$ cat config.mk
export PLATFORM = sky130hd
export DESIGN_NAME = writeback_stage_flat
export DESIGN_NICKNAME = d
export VERILOG_FILES = /design/src/rtl/writeback_stage_pkg.sv /design/src/rtl/writeback_stage_if.sv /design/src/rtl/writeback_stage_load_extract.sv /design/src/rtl/writeback_stage.sv /design/src/flat_wrapper.sv
export SDC_FILE = /design/constraint.sdc
export NUM_CORES = 1
export LEC_CHECK = 0
export CAP_MARGIN = 0
export CORE_AREA = 2 2 107 109
export CTS_BUF_LIST = sky130_fd_sc_hd__clkbuf_8
export DETAILED_ROUTE_END_ITERATION = 7
export DIE_AREA = 0 0 109 111
export DONT_BUFFER_PORTS = 1
export GPL_TIMING_DRIVEN = 0
export SYNTH_ARGS = -nofsm -noshare
export SYNTH_HDL_FRONTEND = slang
export SYNTH_SLANG_ARGS = --single-unit
export TNS_END_PERCENT = 50
$ cat constraint.sdc
create_clock -name clk -period 4.9 [get_ports clk]
set_input_delay 1.47 -clock clk [delete_from_list [all_inputs] [get_ports clk]]
set_output_delay 1.47 -clock clk [all_outputs]
set_load 0.02 [all_outputs]
$ cat src/rtl/writeback_stage_pkg.sv
// Shared constants for the write-back stage: load types, write-back select
// codes, SYSTEM opcode / CSR funct3 encodings and CSR addresses.
package writeback_stage_pkg;

    localparam logic [2:0] LD_LW  = 3'd0;
    localparam logic [2:0] LD_LH  = 3'd1;
    localparam logic [2:0] LD_LHU = 3'd2;
    localparam logic [2:0] LD_LB  = 3'd3;
    localparam logic [2:0] LD_LBU = 3'd4;

    localparam logic [1:0] WB_MEM = 2'd0;
    localparam logic [1:0] WB_ALU = 2'd1;
    localparam logic [1:0] WB_PC4 = 2'd2;
    localparam logic [1:0] WB_CSR = 2'd3;

    localparam logic [4:0] OPC_SYSTEM = 5'b11100;
    localparam logic [2:0] F3_CSRRW   = 3'b001;
    localparam logic [2:0] F3_CSRRWI  = 3'b101;

    localparam logic [11:0] CSR_TOHOST  = 12'h51E;
    localparam logic [11:0] CSR_CYCLE   = 12'hC00;
    localparam logic [11:0] CSR_TIME    = 12'hC01;
    localparam logic [11:0] CSR_INSTRET = 12'hC02;

endpackage

$ cat src/rtl/writeback_stage_if.sv
// EX-to-WB bundle: EX-registered controls and datapath values, the DMEM read
// word, and everything the write-back stage hands back to the core.
// slave = write-back stage, master = the EX stage / environment driving it.
interface writeback_stage_if;

    logic        Valid_EX_reg;
    logic        RegWen_EX_reg;
    logic [2:0]  LdSel_EX_reg;
    logic [1:0]  WBSel_EX_reg;
    logic        CSRSel_EX_reg;
    logic [31:0] Inst_EX_reg;
    logic [31:0] ALU_EX_reg;
    logic [31:0] PC4_EX_reg;
    logic [31:0] RS1_EX_reg;
    logic [31:0] DMem_dout;

    logic [31:0] WB_data;
    logic        RegWen_WB;
    logic [4:0]  rd_WB;
    logic [31:0] WB_data_reg;
    logic        RegWen_WB_reg;
    logic [4:0]  rd_WB_reg;
    logic [31:0] tohost;

    modport slave (
        input  Valid_EX_reg, RegWen_EX_reg, LdSel_EX_reg, WBSel_EX_reg, CSRSel_EX_reg,
        input  Inst_EX_reg, ALU_EX_reg, PC4_EX_reg, RS1_EX_reg, DMem_dout,
        output WB_data, RegWen_WB, rd_WB, WB_data_reg, RegWen_WB_reg, rd_WB_reg, tohost
    );

    modport master (
        output Valid_EX_reg, RegWen_EX_reg, LdSel_EX_reg, WBSel_EX_reg, CSRSel_EX_reg,
        output Inst_EX_reg, ALU_EX_reg, PC4_EX_reg, RS1_EX_reg, DMem_dout,
        input  WB_data, RegWen_WB, rd_WB, WB_data_reg, RegWen_WB_reg, rd_WB_reg, tohost
    );

endinterface

$ cat src/rtl/writeback_stage_load_extract.sv
// load_extract: picks the byte/halfword addressed by the low address bits out
// of the DMEM word and sign- or zero-extends it. Misaligned halfwords simply
// use off[1]; no trap is raised here. Unknown load types behave as LW.
module load_extract
    import writeback_stage_pkg::*;
(
    input  logic [31:0] dmem_dout,
    input  logic [1:0]  off,
    input  logic [2:0]  ld_sel,
    output logic [31:0] load_data
);

    logic [15:0] half;
    logic [7:0]  byte_sel;

    // lane selection then extension by load type
    always_comb begin
        half = off[1] ? dmem_dout[31:16] : dmem_dout[15:0];
        case (off)
            2'd0:    byte_sel = dmem_dout[7:0];
            2'd1:    byte_sel = dmem_dout[15:8];
            2'd2:    byte_sel = dmem_dout[23:16];
            default: byte_sel = dmem_dout[31:24];
        endcase
        case (ld_sel)
            LD_LH:   load_data = {{16{half[15]}}, half};
            LD_LHU:  load_data = {16'h0, half};
            LD_LB:   load_data = {{24{byte_sel[7]}}, byte_sel};
            LD_LBU:  load_data = {24'h0, byte_sel};
            default: load_data = dmem_dout;
        endcase
    end

endmodule

$ cat src/rtl/writeback_stage.sv
// writeback_stage: final pipeline stage. Extends load data, selects the
// regfile write-back value, owns the tohost CSR and registers a WB copy for
// forwarding. Optional macro PERF_CNT_EN adds cycle/instret counters readable
// at 0xC00/0xC01 (cycle) and 0xC02 (instret); without it those addresses read 0.
module writeback_stage
    import writeback_stage_pkg::*;
#(
    parameter logic [11:0] TOHOST_ADDR  = CSR_TOHOST,
    parameter logic [31:0] RESET_TOHOST = 32'h0
) (
    input  logic          clk,
    input  logic          rst,
    writeback_stage_if.slave wb
);

    logic [4:0]  rd;
    logic [11:0] csr_addr;
    logic [2:0]  funct3;
    logic [4:0]  zimm;
    logic [4:0]  opcode;
    logic        unused_inst_lo;
    logic        csr_wen;
    logic [31:0] csr_rdata;
    logic [31:0] load_data;
    logic [31:0] tohost_q;

    assign rd             = wb.Inst_EX_reg[11:7];
    assign csr_addr       = wb.Inst_EX_reg[31:20];
    assign funct3         = wb.Inst_EX_reg[14:12];
    assign zimm           = wb.Inst_EX_reg[19:15];
    assign opcode         = wb.Inst_EX_reg[6:2];
    assign unused_inst_lo = ^wb.Inst_EX_reg[1:0];

    // Only csrrw/csrrwi of a real instruction modify tohost.
    assign csr_wen = wb.Valid_EX_reg && (opcode == OPC_SYSTEM)
                     && ((funct3 == F3_CSRRW) || (funct3 == F3_CSRRWI))
                     && (csr_addr == TOHOST_ADDR);

    load_extract u_load_extract (
        .dmem_dout (wb.DMem_dout),
        .off       (wb.ALU_EX_reg[1:0]),
        .ld_sel    (wb.LdSel_EX_reg),
        .load_data (load_data)
    );

`ifdef PERF_CNT_EN
    logic [31:0] cycle_cnt;
    logic [31:0] instret_cnt;

    // free-running performance counters, wrapping naturally
    always_ff @(posedge clk) begin
        if (rst) begin
            cycle_cnt   <= 32'h0;
            instret_cnt <= 32'h0;
        end else begin
            cycle_cnt <= cycle_cnt + 32'd1;
            if (wb.Valid_EX_reg)
                instret_cnt <= instret_cnt + 32'd1;
        end
    end
`endif

    // CSR read mux; reads see the value before this cycle's update
    always_comb begin
        csr_rdata = 32'h0;
        if (csr_addr == TOHOST_ADDR)
            csr_rdata = tohost_q;
`ifdef PERF_CNT_EN
        else if ((csr_addr == CSR_CYCLE) || (csr_addr == CSR_TIME))
            csr_rdata = cycle_cnt;
        else if (csr_addr == CSR_INSTRET)
            csr_rdata = instret_cnt;
`endif
    end

    // write-back value select
    always_comb begin
        case (wb.WBSel_EX_reg)
            WB_MEM:  wb.WB_data = load_data;
            WB_ALU:  wb.WB_data = wb.ALU_EX_reg;
            WB_PC4:  wb.WB_data = wb.PC4_EX_reg;
            default: wb.WB_data = csr_rdata;
        endcase
    end

    assign wb.RegWen_WB = wb.RegWen_EX_reg && wb.Valid_EX_reg && (rd != 5'd0);
    assign wb.rd_WB     = rd;
    assign wb.tohost    = tohost_q;

    // tohost CSR and the forwarding copy of this stage's result
    always_ff @(posedge clk) begin
        if (rst) begin
            tohost_q         <= RESET_TOHOST;
            wb.WB_data_reg   <= 32'h0;
            wb.RegWen_WB_reg <= 1'b0;
            wb.rd_WB_reg     <= 5'd0;
        end else begin
            if (csr_wen)
                tohost_q <= wb.CSRSel_EX_reg ? {27'b0, zimm} : wb.RS1_EX_reg;
            wb.WB_data_reg   <= wb.WB_data;
            wb.RegWen_WB_reg <= wb.RegWen_WB;
            wb.rd_WB_reg     <= wb.rd_WB;
        end
    end

endmodule
$ cat src/flat_wrapper.sv
// flat-port wrapper written by rule: the top's interface ports become plain ports
module writeback_stage_flat import writeback_stage_pkg::*;
#(
    parameter logic [11:0] TOHOST_ADDR  = CSR_TOHOST,
    parameter logic [31:0] RESET_TOHOST = 32'h0
)
  (clk, rst, wb_Valid_EX_reg, wb_RegWen_EX_reg, wb_LdSel_EX_reg, wb_WBSel_EX_reg, wb_CSRSel_EX_reg, wb_Inst_EX_reg, wb_ALU_EX_reg, wb_PC4_EX_reg, wb_RS1_EX_reg, wb_DMem_dout, wb_WB_data, wb_RegWen_WB, wb_rd_WB, wb_WB_data_reg, wb_RegWen_WB_reg, wb_rd_WB_reg, wb_tohost);
  writeback_stage_if wb_i ();
  input  logic clk;
  input  logic rst;
  input wire logic [$bits(wb_i.Valid_EX_reg)-1:0] wb_Valid_EX_reg;
  input wire logic [$bits(wb_i.RegWen_EX_reg)-1:0] wb_RegWen_EX_reg;
  input wire logic [$bits(wb_i.LdSel_EX_reg)-1:0] wb_LdSel_EX_reg;
  input wire logic [$bits(wb_i.WBSel_EX_reg)-1:0] wb_WBSel_EX_reg;
  input wire logic [$bits(wb_i.CSRSel_EX_reg)-1:0] wb_CSRSel_EX_reg;
  input wire logic [$bits(wb_i.Inst_EX_reg)-1:0] wb_Inst_EX_reg;
  input wire logic [$bits(wb_i.ALU_EX_reg)-1:0] wb_ALU_EX_reg;
  input wire logic [$bits(wb_i.PC4_EX_reg)-1:0] wb_PC4_EX_reg;
  input wire logic [$bits(wb_i.RS1_EX_reg)-1:0] wb_RS1_EX_reg;
  input wire logic [$bits(wb_i.DMem_dout)-1:0] wb_DMem_dout;
  output wire logic [$bits(wb_i.WB_data)-1:0] wb_WB_data;
  output wire logic [$bits(wb_i.RegWen_WB)-1:0] wb_RegWen_WB;
  output wire logic [$bits(wb_i.rd_WB)-1:0] wb_rd_WB;
  output wire logic [$bits(wb_i.WB_data_reg)-1:0] wb_WB_data_reg;
  output wire logic [$bits(wb_i.RegWen_WB_reg)-1:0] wb_RegWen_WB_reg;
  output wire logic [$bits(wb_i.rd_WB_reg)-1:0] wb_rd_WB_reg;
  output wire logic [$bits(wb_i.tohost)-1:0] wb_tohost;
  assign wb_i.Valid_EX_reg = wb_Valid_EX_reg;
  assign wb_i.RegWen_EX_reg = wb_RegWen_EX_reg;
  assign wb_i.LdSel_EX_reg = wb_LdSel_EX_reg;
  assign wb_i.WBSel_EX_reg = wb_WBSel_EX_reg;
  assign wb_i.CSRSel_EX_reg = wb_CSRSel_EX_reg;
  assign wb_i.Inst_EX_reg = wb_Inst_EX_reg;
  assign wb_i.ALU_EX_reg = wb_ALU_EX_reg;
  assign wb_i.PC4_EX_reg = wb_PC4_EX_reg;
  assign wb_i.RS1_EX_reg = wb_RS1_EX_reg;
  assign wb_i.DMem_dout = wb_DMem_dout;
  assign wb_WB_data = wb_i.WB_data;
  assign wb_RegWen_WB = wb_i.RegWen_WB;
  assign wb_rd_WB = wb_i.rd_WB;
  assign wb_WB_data_reg = wb_i.WB_data_reg;
  assign wb_RegWen_WB_reg = wb_i.RegWen_WB_reg;
  assign wb_rd_WB_reg = wb_i.rd_WB_reg;
  assign wb_tohost = wb_i.tohost;
  writeback_stage #(.TOHOST_ADDR(TOHOST_ADDR), .RESET_TOHOST(RESET_TOHOST)) u_core (.clk(clk), .rst(rst), .wb(wb_i));
endmodule
==> results.sh, run 1 <==
export IMPL_outcome="complete, no violations"
export IMPL_yosys_cell_types_count=53
export IMPL_postSynthAreaPerCell_sq_um=7.980
export IMPL_stdcell_count=727
export IMPL_reg2reg_depth=3
export IMPL_die_h_um=111
export IMPL_firstDrtPassIters=5
export IMPL_routabilityCongestion=0.9234
export IMPL_drt_iter0_drc=301
export IMPL_grt_pass1_vias=4340
export IMPL_via_per_inst=6.260
export IMPL_setup_violations=0
export IMPL_overflow=0
export IMPL_period_share_pct=97.91
export IMPL_ys_ff_latch=70
export IMPL_placed_cells=712
export IMPL_finalSetupTns_ns=0
export IMPL_slew_violations=0
export IMPL_vias=4551
export IMPL_cts_sinks=70
export IMPL_reg2reg_slack_ns=3.17
export IMPL_cts_buffers=9
export IMPL_port_buffers=0
export IMPL_fin_util_pct=45.22
export IMPL_finalHoldViolCount=0
export IMPL_min_period_ns=4.798
export IMPL_cts_root_buf="clkbuf_8"
export IMPL_worstSetupStartpointType="input port"
export IMPL_clockBufferDepth=2
export IMPL_ir_worst_vdd_uv=294.6
export IMPL_slew_headroom_pct=39.87
export IMPL_initial_utilization_pct=40.99
export IMPL_fillCellCount=1122
export IMPL_ys_warnings_count=0
export IMPL_antennaDiodeCount=0
export IMPL_die_area_sq_mm=0.01210
export IMPL_nets=750
export IMPL_cts_tree="done"
export IMPL_gr_usage_all_layers_pct=28.14
export IMPL_clk_pin_slew_worst_paths_ns=0.06
export IMPL_muxShareOfSynthArea_pct=5.869
export IMPL_hold_end="u_core.wb.tohost[12]"
export IMPL_drc=0
export IMPL_worst_r2r_endpoint="u_core.wb.WB_data_reg[11]"
export IMPL_p_leak_uw=0.001686
export IMPL_wl_per_cell_um=24.10
export IMPL_grt_start_max_net_pins=12
export IMPL_grt_pass1_wl_um=25450
export IMPL_synth_edf_count=0
export IMPL_tightestPinTransition_ns=0.8966
export IMPL_max_freq_mhz=208.4
export IMPL_hp_start="u_core.wb.tohost[12]"
export IMPL_post_synth_top_area_cell="dfxtp_1"
export IMPL_antenna_left=0
export IMPL_syn_to_final_growth_pct=10.31
export IMPL_die_w_um=109
export IMPL_htreeDepth=3
export IMPL_netlist_instances=569
export IMPL_worst_path_max_fanout=10
export IMPL_synth_ff_type="dfxtp_1"
export IMPL_drive_above_1_share_pct=14.90
export IMPL_synth_compound_area_share_pct=32.65
export IMPL_holdPathStages=2
export IMPL_clk_latency_ns=0.35
export IMPL_power_uw=1497
export IMPL_io_pin_count=278
export IMPL_synthArstFlopShare_pct=0
export IMPL_synth_simple_gate_area_share_pct=23.17
export IMPL_crit_required_ns=3.43
export IMPL_dp_hpwl_um=14220
export IMPL_placementRows=39
export IMPL_synthAdderAreaFrac_pct=0
export IMPL_synth_top_family_by_area="compound AO/OA/AOI/OAI gates"
export IMPL_post_cts_buffers=0
export IMPL_yosysTopAreaCellShare_pct=30.86
export IMPL_antenna_found_initial=0
export IMPL_min_path_type="flop to flop"
export IMPL_synth_seq_area_share_pct=30.86
export IMPL_drv_cap=0
export IMPL_synth_area_top_cells="dfxtp_1 31%, a21oi_1 8.8%, o21ai_0 5.4%"
export IMPL_rr_startpoint="u_core.wb.tohost[11]"
export IMPL_powerDensity_mw_per_mm2=298.8
export IMPL_synth_nets=739
export IMPL_criticalPathCategory="input port to output port"
export IMPL_final_setup_skew_ns=0.009403
export IMPL_routed_wl_um=17520
export IMPL_core_area_sq_mm=0.01108
export IMPL_synth_xor_area_share_pct=0.9920
export IMPL_syn_cell_area_sq_mm=0.004541
export IMPL_worstSetupEndpointType="output port"
export IMPL_cp_arrival_ns=3.33
routing by layer:
metal  vias to the layer above  GRT usage (%)  share of wire (%)
met2                       255          45.80                 48
met3                        31          10.41                 10
met4                         0          9.402                2.5
li1                       2110              -                  -
met1                      2155          33.91                 40
met5                         -              0                  0
critical path, stage by stage:
cell and delay (ns):
buf_2 0.16, nor2_1 0.33, clkbuf_1 0.30, o21ai_0 0.22
and2_0 0.23, a211oi_1 0.61
Yosys cell counts, types with 2 or more instances:
master,number
dfxtp_1,70
nand2_1,52
o21ai_0,49
or2_2,2
o21a_1,21
a211oi_1,14
o32a_1,7
mux2i_1,3
a21oi_1,80
and4b_1,3
and2_1,3
and3_1,3
clkbuf_1,34
o22a_1,8
buf_1,2
nor3_1,16
nor3b_1,3
buf_4,6
mux4_2,8
or3_1,2
buf_2,13
o31a_1,5
nor2b_1,18
o311a_1,2
a21o_1,13
o311ai_0,2
a221oi_1,7
nand2b_1,8
a2111oi_2,8
nor2_1,42
buf_6,2
and2_0,10
nand3b_1,28
a2111oi_0,2
mux2_2,5
cells by family after synthesis:
group,after synthesis
compound gates,223
simple gates,198
flops,70
buf+inv,59
mux,16
xor+xnor,3
layout make-up:
| cell class | instances | area [sq um] | area share [%] |
|---|---|---|---|
| clock buffers | 11 | 151.4 | 3.023 |
| clock inverters | 4 | 70.07 | 1.399 |
| well taps | 143 | 178.9 | 3.572 |
| multi-input cells | 440 | 2909 | 58.08 |
| flip-flops and latches | 70 | 1401 | 27.98 |
| plain buffers | 59 | 297.8 | 5.946 |
layout by cell type (no fill, tap or decap), types with 8 or more instances in the layout:
cell       count
a2111oi_2      8
a211oi_2      10
a21o_1        13
a21oi_1       80
and2_0        10
buf_2         13
clkbuf_1      32
clkbuf_8      11
dfxtp_1       70
mux4_2         8
nand2_1       52
nand2b_1       8
nand3b_1      28
nor2_1        37
nor2b_1       18
nor3_1        16
o21a_1        21
o21ai_0       49
o22a_1         8
stage by stage:
step	instance area (sq um)	hold WS, ns	setup slack (ns)
floorplan	4541	0.5408	0.3316
CTS	4954	0.5744	0.008319
detailed placement	4720	0.5636	-0.1427
global placement	4720	0.5605	-0.008065
finish	5009	0.5746	0.1022
global route	5009	0.5991	-0.002421
where the power goes:
part           internal (uW)  switching (uW)  total, uW
clock network            310             219        529
logic                    123             213        336
registers                592            40.0        632
total                   1030             472       1500
worst max path at each step:
stage | slack [ns] | to | cells after the start | start
2_1_floorplan | 0.33 | wb_WB_data[16] | 8 | wb_ALU_EX_reg[0]
3_3_place_gp | -0.008 | wb_WB_data[17] | 6 | wb_WBSel_EX_reg[1]
3_5_place_dp | -0.14 | wb_WB_data[22] | 6 | wb_WBSel_EX_reg[1]
4_1_cts | 0.008 | wb_WB_data[21] | 6 | wb_WBSel_EX_reg[1]
5_1_grt | -0.002 | wb_WB_data[26] | 8 | wb_LdSel_EX_reg[1]
6_report | 0.10 | wb_WB_data[26] | 6 | wb_WBSel_EX_reg[1]
repair_timing:
item	in CTS	in global routing
hold buffers	0	0
setup endpoints to repair	6	21
gates resized for setup	4	15
No activity file was read; power rests on OpenSTA's default activity.
==> run 2, diff against run 1 <==
==> constraint.sdc (replaced) <==
create_clock -name clk -period 5.85 [get_ports clk]
set_input_delay 1.755 -clock clk [delete_from_list [all_inputs] [get_ports clk]]
set_output_delay 1.755 -clock clk [all_outputs]
set_load 0.02 [all_outputs]
==> results.sh, run 2 (same netlist as run 1, synthesis figures left out) <==
export IMPL_outcome="complete, no violations"
export IMPL_cts_tree="done"
export IMPL_placementRows=39
export IMPL_grt_start_max_net_pins=12
export IMPL_port_buffers=0
export IMPL_ir_worst_vdd_uv=246.7
export IMPL_cts_buffers=9
export IMPL_antenna_left=0
export IMPL_comb_power_share_pct=21.9
export IMPL_nets=750
export IMPL_cp_arrival_ns=3.87
export IMPL_dp_hpwl_um=14220
export IMPL_wl_per_cell_um=24.07
export IMPL_clock_power_share_pct=35.6
export IMPL_crit_required_ns=4.09
export IMPL_routed_wl_um=17500
export IMPL_cts_sinks=70
export IMPL_overflow=0
export IMPL_layout_commonest_cell="a21oi_1"
export IMPL_max_freq_mhz=177.9
export IMPL_setup_violations=0
export IMPL_core_area_sq_mm=0.01108
export IMPL_io_pin_count=278
export IMPL_cts_root_buf="clkbuf_8"
export IMPL_htreeDepth=3
export IMPL_worstSetupEndpointType="output port"
export IMPL_initial_utilization_pct=40.99
export IMPL_drc=0
export IMPL_p_int_uw=854.4
export IMPL_placed_cells=712
export IMPL_vias=4555
export IMPL_switching_share_pct=31.33
export IMPL_slew_headroom_pct=39.34
export IMPL_p_leak_uw=0.001663
export IMPL_finalSetupTns_ns=0
export IMPL_finalHoldViolCount=0
export IMPL_routabilityCongestion=0.9234
export IMPL_worstSetupStartpointType="input port"
export IMPL_final_cell_mix="80 x a21oi_1, 70 x dfxtp_1, 52 x nand2_1, 49 x o21ai_0, 42 x nor2_1"
export IMPL_die_area_sq_mm=0.01210
export IMPL_switchingPower_uw=389.8
export IMPL_slew_violations=0
export IMPL_stdcell_count=727
export IMPL_hold_buffers=0
export IMPL_clk_pin_slew_worst_paths_ns=0.06
export IMPL_tightestPinTransition_ns=0.9045
export IMPL_grt_pass1_vias=4335
export IMPL_final_setup_skew_ns=0.007979
export IMPL_drive_above_1_share_pct=11.64
export IMPL_clk_latency_ns=0.35
export IMPL_die_h_um=111
export IMPL_drt_iter0_drc=306
export IMPL_period_share_pct=96.11
export IMPL_min_path_type="flop to flop"
export IMPL_gr_usage_all_layers_pct=28.09
export IMPL_via_per_inst=6.265
export IMPL_criticalPathCategory="input port to output port"
export IMPL_syn_to_final_growth_pct=8.818
export IMPL_power_frac_seq_pct=42.6
export IMPL_min_period_ns=5.623
export IMPL_clockBufferDepth=2
export IMPL_power_uw=1244
export IMPL_die_w_um=109
export IMPL_antennaDiodeCount=0
export IMPL_grt_pass1_wl_um=25390
export IMPL_firstDrtPassIters=5
export IMPL_post_cts_resize_count=0
export IMPL_powerDensity_mw_per_mm2=251.8
export IMPL_worst_path_max_fanout=10
export IMPL_rsz0062_at_grt="false"
export IMPL_post_cts_buffers=0
export IMPL_drv_cap=0
export IMPL_antenna_found_initial=0
[run 2: power groups by stage]
| stage | logic (uW) | clock network [uW] | registers, uW |
|---|---|---|---|
| after floorplan | 215 | 0 | 536 |
| after detailed placement | 270 | 0 | 541 |
| after global routing | 294 | 469 | 531 |
| after global placement | 266 | 0 | 541 |
| after CTS | 271 | 448 | 530 |
| final | 272 | 443 | 529 |
[run 2: final timing paths]
path                            slack [ns]                       end                  from  cells past startpoint
worst max-delay path                  0.23            wb_WB_data[22]    wb_WBSel_EX_reg[1]                      6
worst min-delay path                  0.58      u_core.wb.tohost[12]  u_core.wb.tohost[12]                      2
worst max register to register        4.09  u_core.wb.WB_data_reg[9]   u_core.wb.tohost[9]                      3
worst min register to register        0.58      u_core.wb.tohost[12]  u_core.wb.tohost[12]                      2
[run 2: cell type report]
type | instances | area, sq um
Buffer | 59 | 292.8
Multi-Input combinational cell | 440 | 2846
Tap cell | 143 | 178.9
Clock buffer | 11 | 151.4
Fill cell | 1129 | 6136
Clock inverter | 4 | 70.07
Sequential cell | 70 | 1401
[run 2: stage by stage]
| step | area, sq um | utilization [%] | setup slack, ns | hold slack (ns) |
|---|---|---|---|---|
| after floorplan | 4541 | - | 0.7116 | 0.5408 |
| after global placement | 4720 | 42.61 | 0.3719 | 0.5605 |
| after detailed placement | 4720 | 42.61 | 0.2373 | 0.5636 |
| after CTS | 4941 | 44.61 | 0.2383 | 0.5744 |
| after global routing | 4941 | 44.61 | 0.1526 | 0.5991 |
| final | 4941 | 44.61 | 0.2274 | 0.5756 |
[run 2: worst max-delay path: stages]
cell	delay, ns
buf_2	0.19
buf_1	0.44
clkbuf_1	0.48
o21ai_0	0.32
a31o_2	0.31
nor2_1	0.37
[run 2: metal layers]
layer	global-route usage (%)	up-vias	share of wire, %
met5	0	-	0
met4	8.803	0	2.1
met3	10.41	29	9.9
met2	46.09	250	48
met1	33.76	2166	40
li1	-	2110	-
